`config.mk`:
```
export PLATFORM = sky130hd
export DESIGN_NAME = digit_frame_ctrl
export DESIGN_NICKNAME = d
export VERILOG_FILES = /design/src/rtl/digit_frame_ctrl.sv
export SDC_FILE = /design/constraint.sdc
export NUM_CORES = 1
export LEC_CHECK = 0
export BUFFER_PORTS_ARGS = -buffer_cell sky130_fd_sc_hd__buf_4
export CAP_MARGIN = 20
export CORE_UTILIZATION = 53
export DETAILED_ROUTE_END_ITERATION = 12
export GPL_ROUTABILITY_DRIVEN = 1
export PLACE_DENSITY = 0.79
export SKIP_CTS_REPAIR_TIMING = 1
export SYNTH_ARGS = -nofsm -noshare
export SYNTH_HDL_FRONTEND = slang
export SYNTH_SLANG_ARGS = --single-unit
```
`constraint.sdc`:
```
create_clock -name clk -period 2.1 [get_ports clk]
set_input_delay 0.21 -clock clk [delete_from_list [all_inputs] [get_ports clk]]
set_output_delay 0.21 -clock clk [all_outputs]
set_load 0.01 [all_outputs]
```
`src/rtl/digit_frame_ctrl.sv`:
```
// Frame sequencer: start -> vsync align -> projection (with retry) -> border -> feature -> latch result.
// Latency: outputs registered; done/result appear 1 cycle after the vsync rise that ends the feature frame.
// No backpressure: start is dropped while busy, abort cancels any run immediately.
module digit_frame_ctrl #(
    parameter int NUM_ROW   = 1,
    parameter int NUM_COL   = 7,
    parameter int MAX_RETRY = 3
) (
    input  logic        clk,
    input  logic        rst,
    input  logic        start,
    input  logic        abort,
    input  logic        vsync,
    input  logic [3:0]  num_row,
    input  logic [3:0]  num_col,
    input  logic [19:0] digit_in,
    output logic [1:0]  frame_cnt,
    output logic        project_done_flag,
    output logic        busy,
    output logic        done,
    output logic [19:0] result,
    output logic        result_ok,
    output logic        err
);

    typedef enum logic [2:0] {
        S_IDLE,
        S_SYNC,
        S_PROJ,
        S_BORDER,
        S_FEAT,
        S_LATCH
    } state_t;

    localparam logic [7:0] EXP_CNT   = 8'(NUM_ROW * NUM_COL);
    localparam logic [1:0] RETRY_MAX = 2'(MAX_RETRY);

    state_t      state;
    state_t      state_nxt;
    logic        vsync_d;
    logic        vs_rise;
    logic [7:0]  prod;
    logic [7:0]  cnt;
    logic [7:0]  cnt_nxt;
    logic [1:0]  retry_cnt;
    logic [1:0]  retry_nxt;
    logic        err_nxt;
    logic [1:0]  frame_cnt_nxt;
    logic        pdf_nxt;
    logic        latch_en;

    assign vs_rise = vsync & ~vsync_d;
    assign prod    = {4'd0, num_row} * {4'd0, num_col};

    // Next-state, retry/error bookkeeping and next registered output values.
    always_comb begin
        state_nxt = state;
        cnt_nxt   = cnt;
        retry_nxt = retry_cnt;
        err_nxt   = err;
        if (abort) begin
            state_nxt = S_IDLE;
        end else begin
            unique case (state)
                S_IDLE: begin
                    if (start) begin
                        state_nxt = S_SYNC;
                        err_nxt   = 1'b0;
                        retry_nxt = 2'd0;
                    end
                end
                S_SYNC: begin
                    if (vs_rise) state_nxt = S_PROJ;
                end
                S_PROJ: begin
                    if (vs_rise) begin
                        cnt_nxt = prod;
                        if (prod != 8'd0) begin
                            state_nxt = S_BORDER;
                        end else if (retry_cnt < RETRY_MAX) begin
                            retry_nxt = 2'(retry_cnt + 2'd1);
                        end else begin
                            err_nxt   = 1'b1;
                            state_nxt = S_IDLE;
                        end
                    end
                end
                S_BORDER: begin
                    if (vs_rise) state_nxt = S_FEAT;
                end
                S_FEAT: begin
                    if (vs_rise) state_nxt = S_LATCH;
                end
                S_LATCH: begin
                    state_nxt = S_IDLE;
                end
                default: begin
                    state_nxt = S_IDLE;
                end
            endcase
        end

        frame_cnt_nxt = 2'd0;
        pdf_nxt       = 1'b0;
        unique case (state_nxt)
            S_BORDER: begin
                frame_cnt_nxt = 2'd1;
                pdf_nxt       = 1'b1;
            end
            S_FEAT, S_LATCH: begin
                frame_cnt_nxt = 2'd2;
                pdf_nxt       = 1'b1;
            end
            default: begin
                frame_cnt_nxt = 2'd0;
                pdf_nxt       = 1'b0;
            end
        endcase

        latch_en = (state == S_FEAT) && (state_nxt == S_LATCH);
    end

    // State register plus registered outputs derived from the next state.
    always_ff @(posedge clk or posedge rst) begin
        if (rst) begin
            state             <= S_IDLE;
            vsync_d           <= 1'b0;
            cnt               <= 8'd0;
            retry_cnt         <= 2'd0;
            err               <= 1'b0;
            frame_cnt         <= 2'd0;
            project_done_flag <= 1'b0;
            busy              <= 1'b0;
            done              <= 1'b0;
        end else begin
            state             <= state_nxt;
            vsync_d           <= vsync;
            cnt               <= cnt_nxt;
            retry_cnt         <= retry_nxt;
            err               <= err_nxt;
            frame_cnt         <= frame_cnt_nxt;
            project_done_flag <= pdf_nxt;
            busy              <= (state_nxt != S_IDLE);
            done              <= (state_nxt == S_LATCH);
        end
    end

    // Capture the recogniser word on the edge that enters LATCH so it is valid with done.
    always_ff @(posedge clk or posedge rst) begin
        if (rst) begin
            result    <= 20'd0;
            result_ok <= 1'b0;
        end else if (latch_en) begin
            result    <= digit_in;
            result_ok <= (cnt == EXP_CNT);
        end
    end

endmodule

```
### Word-level counts from Yosys, hierarchy flattened

Index checks and enable logic that the tools add are counted.

| cells by class | value |
|---|---|
| add/subtract/negate cells | 1 |
| multiply operators | 1 |
| magnitude comparators | 1 |
| equality and inequality tests | 13 |
| muxes and demuxes | 21 |
| bitwise operators | 3 |
| reductions and logical operators | 10 |

Operator list:

| kind | number |
|---|---|
| $mux 3 | 8 |
| $pmux 3 s5 | 1 |
| $reduce_and 6->1 | 2 |
| $ne 2x2->1 const B | 5 |
| $eq 3x2->1 const B | 3 |
| $eq 3x3->1 const B | 3 |
| $eq 8x3->1 const B | 1 |
| $mul 4x4->8 | 1 |
| $mux 2 | 4 |
| $pmux 2 s2 | 2 |
| $reduce_bool 8->1 | 1 |
| $mux 1 | 5 |
| $eq 3x1->1 const B | 1 |
| $logic_not 3->1 | 1 |
| $reduce_and 3->1 | 1 |
| $reduce_bool 3->1 | 1 |
| $reduce_or 3->1 | 1 |
| $add 2x1->2 const B | 1 |
| $lt 2x2->1 const B | 1 |
| $not 1->1 | 2 |
| $pmux 1 s2 | 1 |
| $reduce_bool 2->1 | 1 |
| $reduce_or 2->1 | 1 |
| $and 1x1->1 | 1 |
| $logic_and 1x1->1 | 1 |

| storage, ports and cells | value |
|---|---|
| bits in registers | 41 |
| input bits | 33 |
| output and inout port bits | 27 |
| logic and storage cells | 61 |

### Longest topological paths before layout

| logic depth | value |
|---|---|
| depth in word-level cells | 9 |
| gate-level depth with buffers | 12 |
| depth with buffers taken out | 12 |

### Worst setup path before layout

OpenSTA, ideal clock, no wires.

| path | value |
|---|---|
| path kind | input port to flip-flop |
| from | input num_col[3] |
| to | register project_done_flag |
| setup time | 0.124 ns |
| arrival time | 2.895 ns |
| data required time | 1.976 ns |
| slack | -0.919 ns |
| cell stages on the path | 11 |
| path buffers | 0 |
| path through | nand2_1 fa_1 fa_1 inv_1 ha_1 a211oi_1 nor4b_1 nor3_1 and4b_1 a211oi_1 or2_1 |

| between the ends | value |
|---|---|
| longest elaborated chain between the ends | 9 |
| elaborated cells between the ends (all ways) | 11 |
| classes of those cells | 1 x mul; 3 x eq/ne; 5 x mux; 2 x reduce/logical |

Ends and longest elaborated chain:

| item | RTL line | text |
|---|---|---|
| start, declared | 15 | `input logic [3:0] num_col,` |
| $mul 4x4->8 (*) | 53 | `assign prod = {4'd0, num_row} * {4'd0, num_col};` |
| $reduce_bool 8->1 (*) | 78 | `if (prod != 8'd0) begin` |
| $mux 3 (*) | 78 |  |
| $mux 3 (*) | 76 | `if (vs_rise) begin` |
| $pmux 3 s5 (*) | 64 | `unique case (state)` |
| $mux 3 (*) | 61 | `if (abort) begin` |
| $eq 3x3->1 or $eq 3x2->1 (tied branches) | 105 | `unique case (state_nxt)` |
| $reduce_or 3->1 (no source line) (*) | n/a |  |
| $mux 1 (*) | 105 |  |
| via pdf_nxt | 49 | `logic pdf_nxt;` |
| end signal, assigned | 142 | `project_done_flag <= pdf_nxt;` |
| end, declared | 18 | `output logic project_done_flag,` |

Mark *: on every way through the listed nets, which the timed path passes. The rest lies on a longest branch.
A chain may end at the register's enable or synchronous reset.

### Worst setup path in the final report

| path | value |
|---|---|
| from | input num_row[1] |
| to | register project_done_flag |

| between the ends | value |
|---|---|
| longest elaborated chain between the ends | 9 |
| elaborated cells between the ends (all ways) | 11 |
| classes of those cells | 1 x mul; 3 x eq/ne; 5 x mux; 2 x reduce/logical |

Ends and longest elaborated chain:

| item | RTL line | text |
|---|---|---|
| start, declared | 14 | `input logic [3:0] num_row,` |
| $mul 4x4->8 (*) | 53 |  |
| $reduce_bool 8->1 (*) | 78 |  |
| $mux 3 (*) | 78 |  |
| $mux 3 (*) | 76 |  |
| $pmux 3 s5 (*) | 64 |  |
| $mux 3 (*) | 61 |  |
| $eq 3x3->1 or $eq 3x2->1 (tied branches) | 105 |  |
| $reduce_or 3->1 (no source line) (*) | n/a |  |
| $mux 1 (*) | 105 |  |
| via pdf_nxt | 49 |  |

Marks and branches as above.

==> results.toml <==
[worst_setup_path]
crit_path_end_kind = "flop"
worstSetupStartpointType = "primary input"
cp.arrival_ns = 2.96
crit_top_cell = "fa_1"
cpMaxStageDelayCell = "fa_1"
reg2regPathDepth = 7
reg2reg_from = "vsync_d$_DFF_PP0_"
path_cells = "buf_8 -> nand2_4 -> fa_1 -> fa_1 -> inv_2 -> ha_4 -> a211oi_4 -> nor4b_4 -> nor3_2 -> and4b_2 -> a211oi_2 -> or2_1"
cp_data_required_time_ns = 2.27
slowest_delay_ns = 0.57
crit_end = "project_done_flag$_DFF_PP0_"
r2r_slack_ns = 0.16
cp_num_cells = 12
critical_path.top_delay_family = "adder cells"
crit_path_start = "num_row[1]"
cp_max_fo = 5
path_class = "primary input to flop"
rr_endpoint = "busy$_DFF_PP0_"
critPathBufInv = 2

[power]
totalPowerFinal_w = 0.00196
share_seq_of_total_power = 0.446
switching_share = 0.261
pwr-share-comb = 0.249
leakagePower_nw = 1.70
p_int_w = 0.00145
p_per_area_nw_per_um2 = 612
power_switching_w = 0.000512
ir_worst_vdd_mv = 0.345
p_clk_frac = 0.306

[sta]
finClkSkew_ns = 0.00731
maxSlewHeadroom = 0.589
hold_viol = 0
max_freq_ghz = 0.359
min_period_ns = 2.79
slew_violations = 0
setup_slack_ns = -0.686
finalSetupViolations = 11
finalCritPeriodShare = 1.33
rsz0062_at_grt = "yes"
max_slew.worst_pin.slew_ns = 0.609

[synthesis]
synth_largest_area_cell = "dfrtp_1"
synth_warnings = 0
synth_cell_types = 44
synth_ff_type = "dfrtp_1"
avgSynthCellArea_um2 = 9.19
ys_seq_area_frac = 0.450
synth_edf_count = 0
syn-num-nets = 298
synth_top_cell_area_share = 0.450
netlist_area_um2 = 2280
yosys-top-cells-area = "dfrtp_1, nand2_1, ha_1"
synthCells = 248
ys_seq_elements = 41
synth-async-reset-ratio = 1.00

[grt]
grt_pass1_vias = 1853
antenna_found_initial = 0
grtUsageTotal = 0.238
grt_pass1_wl_um = 8050
grt_max_degree = 42
grt.overflow.total = 0

[final_layout]
final_nets = 380
nFillCells = 264
n_antenna_cell = 0
syn_to_final_growth_pct = 40.9
layout-drive-gt1-share = 0.373

[run]
maxCapViolations = 0

[min_path]
hold_path_class = "primary input to asynchronous set/reset pin"

[status]
status = "finished with violations"
violations = "negative setup slack"

[placement]
preCtsSetupSlack_ns = -0.990
dp_hpwl_um = 3930
place_congestion = 0.862
port-buffer-count = 59

[routing]
drt-total-wl_um = 5070
viasPerCell = 5.26
drt-initial-drc-count = 110
vias = 1998
ant_nets = 0
avgRoutedWirePerCell_um = 13.3
dr.pass1.iters = 4
drc = 0

[cts]
clock_sinks = 41
root_buffer = "clkbuf_8"
htree_levels = 2
clk_pin_slew_ns = 0.07
cts_buffers = 5
cts_tree = "built"
clock_latency_ns = 0.29
clock_path_buffers = 2

[floorplan]
die_area_um2 = 4570
fp-row-count = 23
fp.dieH_um = 67.6
core_area_um2 = 4060
die_x_um = 67.6
io_pins = 60
initial_utilization = 0.562
[per-layer routing]
metal  track usage  routed length, um  vias up
met5             0                  0        -
met3        0.0557                373        7
met2         0.413               2540       69
met1         0.284               2100      933
met4        0.0824                 48        0
li1              -                  -      989
[worst min path at each step]
stage          startpoint                endpoint  slack (ns)  cells past startpoint
6_report              rst  result[15]$_DFFE_PP0P_        0.05                      3
3_5_place_dp        vsync       vsync_d$_DFF_PP0_        0.35                      1
5_1_grt             vsync       vsync_d$_DFF_PP0_        0.04                      1
2_1_floorplan       vsync       vsync_d$_DFF_PP0_        0.24                      0
3_3_place_gp        vsync       vsync_d$_DFF_PP0_        0.34                      1
4_1_cts             vsync       vsync_d$_DFF_PP0_        0.05                      1
[flip-flops by register name (all words and copies together), names as in the netlist]
register and count:
err 1, done 1, result 20, frame_cnt 2, retry_cnt 2, busy 1
cnt 8, project_done_flag 1, result_ok 1, vsync_d 1, state 3
[cells in the final DEF (no fill, tap or decap), drive strengths merged, types with 2 or more instances in the layout]
master  synthesis  routed
a211oi          2       2
a21boi          3       3
a21o            2       2
a21oi          10      10
a22o            2       2
and2            8       8
buf             3      84
clkbuf          6       5
dfrtp          41      41
fa              4       4
ha             13      13
inv            12      12
mux2            4       4
mux2i           2       2
nand2          79      79
nand2b          3       3
nand4           2       2
nor2           10      10
nor3            3       3
nor4            2       2
nor4b           2       2
o21ai          12      12
or3             3       3
xnor2           4       4
[cells in the mapped netlist, types with 2 or more instances]
| library cell | n |
|---|---|
| and2_1 | 8 |
| a21o_1 | 2 |
| ha_1 | 13 |
| buf_6 | 2 |
| nand4_1 | 2 |
| mux2i_1 | 2 |
| nor4_1 | 2 |
| nor4b_1 | 2 |
| clkbuf_1 | 6 |
| dfrtp_1 | 41 |
| nand2_1 | 79 |
| o21ai_2 | 5 |
| nand2b_1 | 3 |
| a21oi_1 | 10 |
| mux2_4 | 3 |
| a211oi_1 | 2 |
| o21ai_0 | 7 |
| a21boi_0 | 3 |
| nor2_1 | 10 |
| inv_1 | 11 |
| nor3_1 | 3 |
| xnor2_1 | 4 |
| a22o_1 | 2 |
| fa_1 | 4 |
| or3_1 | 3 |
[kinds of logic (layout without fill, tap and decap cells)]
group                      count (synthesis)  count (layout)  share of synthesized area
AOI/OAI and AO/OA                         37              37                      0.108
buffers and inverters                     21             103                     0.0417
DFF                                       41              41                      0.450
adders and majority gates                 17              17                      0.107
xor gates and xnor gates                   5               5                     0.0192
muxes                                      6               6                     0.0335
and+or+nand+nor                          121             121                      0.241
[area by class of cell]
type,instances,area (um2),share of cell area
tap,50,62.6,0.0195
sequential,41,1030,0.320
clock buffer,5,68.8,0.0214
clock inverter,2,35.0,0.0109
multi-input combinational,186,1310,0.409
inverter,12,45.0,0.0140
timing repair buffer,84,661,0.206
[power by group through the flow]
stage / sequential, W / clock, W / combinational, W
6_report: 0.000876 / 0.000600 / 0.000489
5_1_grt: 0.000883 / 0.000645 / 0.000544
4_1_cts: 0.000876 / 0.000611 / 0.000465
3_5_place_dp: 0.000891 / 0 / 0.000462
3_3_place_gp: 0.000889 / 0 / 0.000448
2_1_floorplan: 0.000887 / 0 / 0.000269
[stage by stage]
stage,instance area (um2),setup TNS (ns),instances,util,hold WS [ns]
finish,3210,-5.30,380,0.791,0.0506
global route,3210,-6.03,380,0.791,0.0424
CTS,3130,-5.37,380,0.772,0.0478
detailed placement,3030,-8.98,373,0.746,0.348
global placement,3030,-7.91,373,0.746,0.335
floorplan,2380,-4.98,248,-,0.241
[worst register-to-register path: cells and delay by family, from the launching register on]
family,cells,cell delay [ns]
flops,1,0.36
simple gates,2,0.15
compound gates,3,0.96
mux,1,0.20
buf+inv,1,0.16
Note: power is estimated with default switching activity, not from simulation.
